[src/rtl/gpio_port_ctrl.sv]
// GPIO port controller: per-pin direction/output, synchronised input, masked edge IRQ.
// Optional input debounce filter is built when DEBOUNCE_EN is defined.

module gpio_pin
`ifdef DEBOUNCE_EN
  #(parameter int DB_CYCLES = 4)
`endif
(
  input  logic CLK,
  input  logic RST,
  input  logic pin_in,
  output logic filt,
  output logic prev
);
  logic s1, s2;

  always_ff @(posedge CLK or negedge RST) begin
    if (!RST) begin
      s1 <= 1'b0;
      s2 <= 1'b0;
    end else begin
      s1 <= pin_in;
      s2 <= s1;
    end
  end

`ifdef DEBOUNCE_EN
  localparam logic [7:0] DB_LAST = 8'(DB_CYCLES - 1);
  logic [7:0] cnt;

  // s2 is one bit, so any change in s2 while counting brings it back to filt
  always_ff @(posedge CLK or negedge RST) begin
    if (!RST) begin
      cnt  <= '0;
      filt <= 1'b0;
    end else if (s2 == filt) begin
      cnt <= '0;
    end else if (cnt == DB_LAST) begin
      cnt  <= '0;
      filt <= s2;
    end else begin
      cnt <= cnt + 8'd1;
    end
  end
`else
  assign filt = s2;
`endif

  always_ff @(posedge CLK or negedge RST) begin
    if (!RST) prev <= 1'b0;
    else      prev <= filt;
  end
endmodule

module gpio_port_ctrl #(
  parameter int WIDTH     = 8,
  parameter int DB_CYCLES = 4
) (
  input  logic             CLK,
  input  logic             RST,
  input  logic [2:0]       ADDR,
  input  logic             WE,
  input  logic             RE,
  input  logic [WIDTH-1:0] WDATA,
  output logic [WIDTH-1:0] RDATA,
  input  logic [WIDTH-1:0] PIN_IN,
  output logic [WIDTH-1:0] PIN_OUT,
  output logic [WIDTH-1:0] PIN_OE,
  output logic             IRQ
);
  typedef enum logic [2:0] {
    A_DIR   = 3'd0,
    A_OUT   = 3'd1,
    A_IN    = 3'd2,
    A_IMASK = 3'd3,
    A_IEDGE = 3'd4,
    A_IFLAG = 3'd5
  } addr_e;

  logic [WIDTH-1:0] dir_q, out_q, imask_q, iedge_q, iflag_q;
  logic [WIDTH-1:0] filt, prev, rise, fall, hit, clr, rd_mux;

  for (genvar i = 0; i < WIDTH; i++) begin : g_pin
`ifdef DEBOUNCE_EN
    gpio_pin #(.DB_CYCLES(DB_CYCLES)) u_pin (
`else
    gpio_pin u_pin (
`endif
      .CLK    (CLK),
      .RST    (RST),
      .pin_in (PIN_IN[i]),
      .filt   (filt[i]),
      .prev   (prev[i])
    );
  end

  assign rise = filt & ~prev;
  assign fall = ~filt & prev;
  assign hit  = ((iedge_q & fall) | (~iedge_q & rise)) & ~dir_q;
  assign clr  = (WE && ADDR == A_IFLAG) ? WDATA : '0;

  always_ff @(posedge CLK or negedge RST) begin
    if (!RST) begin
      dir_q   <= '0;
      out_q   <= '0;
      imask_q <= '0;
      iedge_q <= '0;
      iflag_q <= '0;
    end else begin
      if (WE && ADDR == A_DIR)   dir_q   <= WDATA;
      if (WE && ADDR == A_OUT)   out_q   <= WDATA;
      if (WE && ADDR == A_IMASK) imask_q <= WDATA;
      if (WE && ADDR == A_IEDGE) iedge_q <= WDATA;
      // a new hit wins over a simultaneous write-1-to-clear
      iflag_q <= hit | (iflag_q & ~clr);
    end
  end

  always_comb begin
    rd_mux = '0;
    case (ADDR)
      A_DIR:   rd_mux = dir_q;
      A_OUT:   rd_mux = out_q;
      A_IN:    rd_mux = filt;
      A_IMASK: rd_mux = imask_q;
      A_IEDGE: rd_mux = iedge_q;
      A_IFLAG: rd_mux = iflag_q;
      default: rd_mux = '0;
    endcase
  end

  always_ff @(posedge CLK or negedge RST) begin
    if (!RST)   RDATA <= '0;
    else if (RE) RDATA <= rd_mux;
  end

  assign PIN_OUT = out_q;
  assign PIN_OE  = dir_q;
  assign IRQ     = |(iflag_q & imask_q);
endmodule

[config.mk]
export PLATFORM = sky130hd
export DESIGN_NAME = gpio_port_ctrl
export DESIGN_NICKNAME = d
export VERILOG_FILES = /design/src/rtl/gpio_port_ctrl.sv
export SDC_FILE = /design/constraint.sdc
export NUM_CORES = 1
export LEC_CHECK = 0
export CELL_PAD_IN_SITES_DETAIL_PLACEMENT = 1
export CELL_PAD_IN_SITES_GLOBAL_PLACEMENT = 2
export CORE_UTILIZATION = 35
export DETAILED_ROUTE_END_ITERATION = 10
export DONT_BUFFER_PORTS = 1
export GPL_TIMING_DRIVEN = 1
export PLACE_DENSITY_LB_ADDON = 0.1
export SETUP_SLACK_MARGIN = 0.05
export SYNTH_ARGS = -nofsm -noshare
export SYNTH_HDL_FRONTEND = slang
export SYNTH_SLANG_ARGS = --single-unit
export TNS_END_PERCENT = 50
[constraint.sdc]
create_clock -name CLK -period 3.7 [get_ports CLK]
set_input_delay 1.11 -clock CLK [delete_from_list [all_inputs] [get_ports CLK]]
set_output_delay 1.11 -clock CLK [all_outputs]
set_load 0.03 [all_outputs]
==> results.tsv <==
stage	metric	value	unit
setup_path	r2r_start	PIN_OE[7]$_DFFE_PN0P_	
route	drc	0	
setup_path	path_buf_inv	0	
setup_path	cp-start-kind	flop	
hold_path	hold_path.class	flop to flop	
pwr	p_leak	1.319	nW
route	ant_nets	0	
floorplan	start_util	36.53	%
flow_run	maxCapViolCount	0	
pwr	power_density	589.0	nW/µm²
global_routing	grt_pass1_vias	2094	
global_routing	antenna_found_initial	0	
floorplan	rows	33	
cells_and_area	instances_no_fill	337	
sta	hold_viol	0	
route	drtIter0Drc	64	
global_routing	gr-usage-all-layers	17.60	%
global_routing	grt_max_degree	73	
sta	slew_viol_final	0	
route	wl_per_cell	21.02	µm
cts	cts-root-buf	clkbuf_8	
cts	clk_path_buf_depth	2	
hold_path	hold_path_startpoint	g_pin[6].u_pin.s1$_DFF_PN0_	
cts	cts.clk_slew.worst_paths	70	ps
cts	cts_tree	built	
cts	post_cts_buffers	0	
setup_path	crit_slowest_cell	nand4_1	
cells_and_area	drive_above_1_share	25.86	%
setup_path	crit_arrival	1490	ps
cells_and_area	fill_cells	853	
cts	clock_latency	340	ps
sta	rsz0062_at_grt	false	
cells_and_area	diodes	0	
sta	fmax	0.3848	GHz
setup_path	end_kind	output pin	
setup_path	cp.required	2590	ps
global_routing	overflow	0	
logic_synthesis	ys_seq_area_share	59.43	%
logic_synthesis	netlist_area	3032	µm²
sta	max_slew_margin	50.49	%
logic_synthesis	yosys.cell_types.count	33	
setup_path	cp_cell_sequence	a22oi_1, nand4_1	
placement	dp.cells	321	
sta	fin_worst_skew	6.074	ps
cts	htreeDepth	3	
setup_path	cp_max_fo	3	
cts	cts_resized	0	
logic_synthesis	synthCells	225	
setup_path	slowest_delay	420	ps
logic_synthesis	synth_area_leaders	dfrtp_1, mux2_2, a21oi_1	
pwr	max-vdd-ir-drop	0.0001754	V
logic_synthesis	yosysWarnings	0	
setup_path	path_class	flop to output pin	
sta	fin_crit	2598	ps
route	vias	1875	
sta	fin_tns_setup	0	ps
placement	dp_hpwl	4877	µm
floorplan	die_x	95.07	µm
logic_synthesis	yosys.area.top_type	dfrtp_1	
cts	cts.hold.buffers_added	0	
setup_path	crit_family	simple AND/OR/NAND/NOR gates	
floorplan	die_h	95.07	µm
floorplan	die_area	9038	µm²
logic_synthesis	synth_area_per_cell	13.47	µm²
placement	port-buffer-count	0	
route	first_pass_iters	4	
sta	finalSetupViolations	0	
floorplan	ios	48	
cts	cts.sinks	72	
cells_and_area	final_nets	250	
floorplan	coreArea	8299	µm²
sta	fin_crit_sh	70.23	%
route	viasPerCell	5.564	
logic_synthesis	synth_nets	248	
cts	cts_buffers	9	
sta	tightest_slew	741.8	ps
setup_path	crit_path_start	iflag_q[3]$_DFF_PN0_	
global_routing	grt_pass1_wl	11520	µm
logic_synthesis	synth-seq-cells	72	
cells_and_area	syn_to_final_growth	8.337	%
logic_synthesis	yosysTopAreaCellShare	59.43	%
route	wl	7084	µm
outcome	outcome	complete, no violations	
placement	gp_congestion	0.7767	
cells by family after synthesis:
kind of cell	share of synthesized area, %
simple gates	10.48
mux	17.66
compound gates	10.36
buf+inv	2.063
flops	59.43
state kept, by name, summed over array words and instances, names as in the netlist:
register          flops
PIN_OE                8
PIN_OUT               8
RDATA                 8
g_pin.u_pin.filt      8
g_pin.u_pin.prev      8
g_pin.u_pin.s1        8
iedge_q               8
iflag_q               8
imask_q               8
synthesized netlist by cell type:
cell and n:
dfrtp_1 72, mux2_2 38, a21oi_1 14, nand2_1 13, nor2_1 11, nor2b_1 9, a22oi_1 8, o2bb2ai_1 8
nor3b_1 7, a31oi_1 5, mux2i_1 4, o21ai_0 4, a32oi_1 3, clkbuf_1 3, mux4_2 3, a22o_1 2
buf_2 2, buf_4 2, buf_6 2, nand3b_1 2, a211o_1 1, and4_1 1, inv_2 1, nand2_4 1
nand2b_1 1, nand3_1 1, nand4_1 1, nand4b_2 1, nor2_2 1, nor3_4 1, nor3b_4 1, nor4bb_1 1
o32a_1 1
metrics by stage:
stage	util (%)	cell area, µm²	power [W]	hold slack, ps	setup WS (ps)
global route	39.57	3284	0.002027	361.7	1062
CTS	39.57	3284	0.001961	350.2	1107
finish	39.57	3284	0.001935	348.5	1102
detailed placement	37.40	3104	0.001370	336.3	1179
global placement	37.40	3104	0.001355	331.7	1211
floorplan	-	3032	0.001301	331.2	1529
per-layer routing:
metal / global-route usage (%) / vias to the layer above / routed length, µm
met5: 0 / - / 0
met4: 8.207 / 0 / 135
met3: 4.386 / 12 / 381
met2: 27.92 / 43 / 3415
met1: 22.55 / 988 / 3153
li1: - / 832 / -
power breakdown:
part | internal, W | switching, W
clock | 0.000309 | 0.000274
combinational | 0.000139 | 0.0000782
sequential | 0.000907 | 0.000227
total | 0.00135 | 0.000580
layout make-up:
type	count	area (µm²)	share of cell area (%)
Clock buffer	12	135.1	4.114
Clock inverter	4	45.04	1.371
Inverter	1	3.754	0.1143
Tap cell	105	131.4	4.000
Multi-Input combinational cell	143	1167	35.54
Sequential cell	72	1802	54.86
placed cells by master (no fill, tap or decap), types with 5 or more instances in the layout:
| cell type | synthesis | routed |
|---|---|---|
| o2bb2ai_1 | 8 | 8 |
| nor2_1 | 11 | 11 |
| mux2_2 | 38 | 38 |
| nor2b_1 | 9 | 9 |
| clkbuf_8 | 0 | 9 |
| a31oi_1 | 5 | 5 |
| a22oi_1 | 8 | 8 |
| dfrtp_1 | 72 | 72 |
| nor3b_1 | 7 | 7 |
| nand2_1 | 13 | 13 |
| a21oi_1 | 14 | 14 |
final timing paths:
kind	endpoint	slack [ps]	depth (start not counted)
max	IRQ	1100	2
min	g_pin[6].u_pin.filt$_DFF_PN0_	350	0
max reg2reg	RDATA[7]$_DFFE_PN0P_	2190	3
min reg2reg	g_pin[6].u_pin.filt$_DFF_PN0_	350	0
max in group asynchronous	RDATA[1]$_DFFE_PN0P_	3110	0
min in group asynchronous	g_pin[2].u_pin.s1$_DFF_PN0_	460	0
Power figures use the tool's default switching activity.
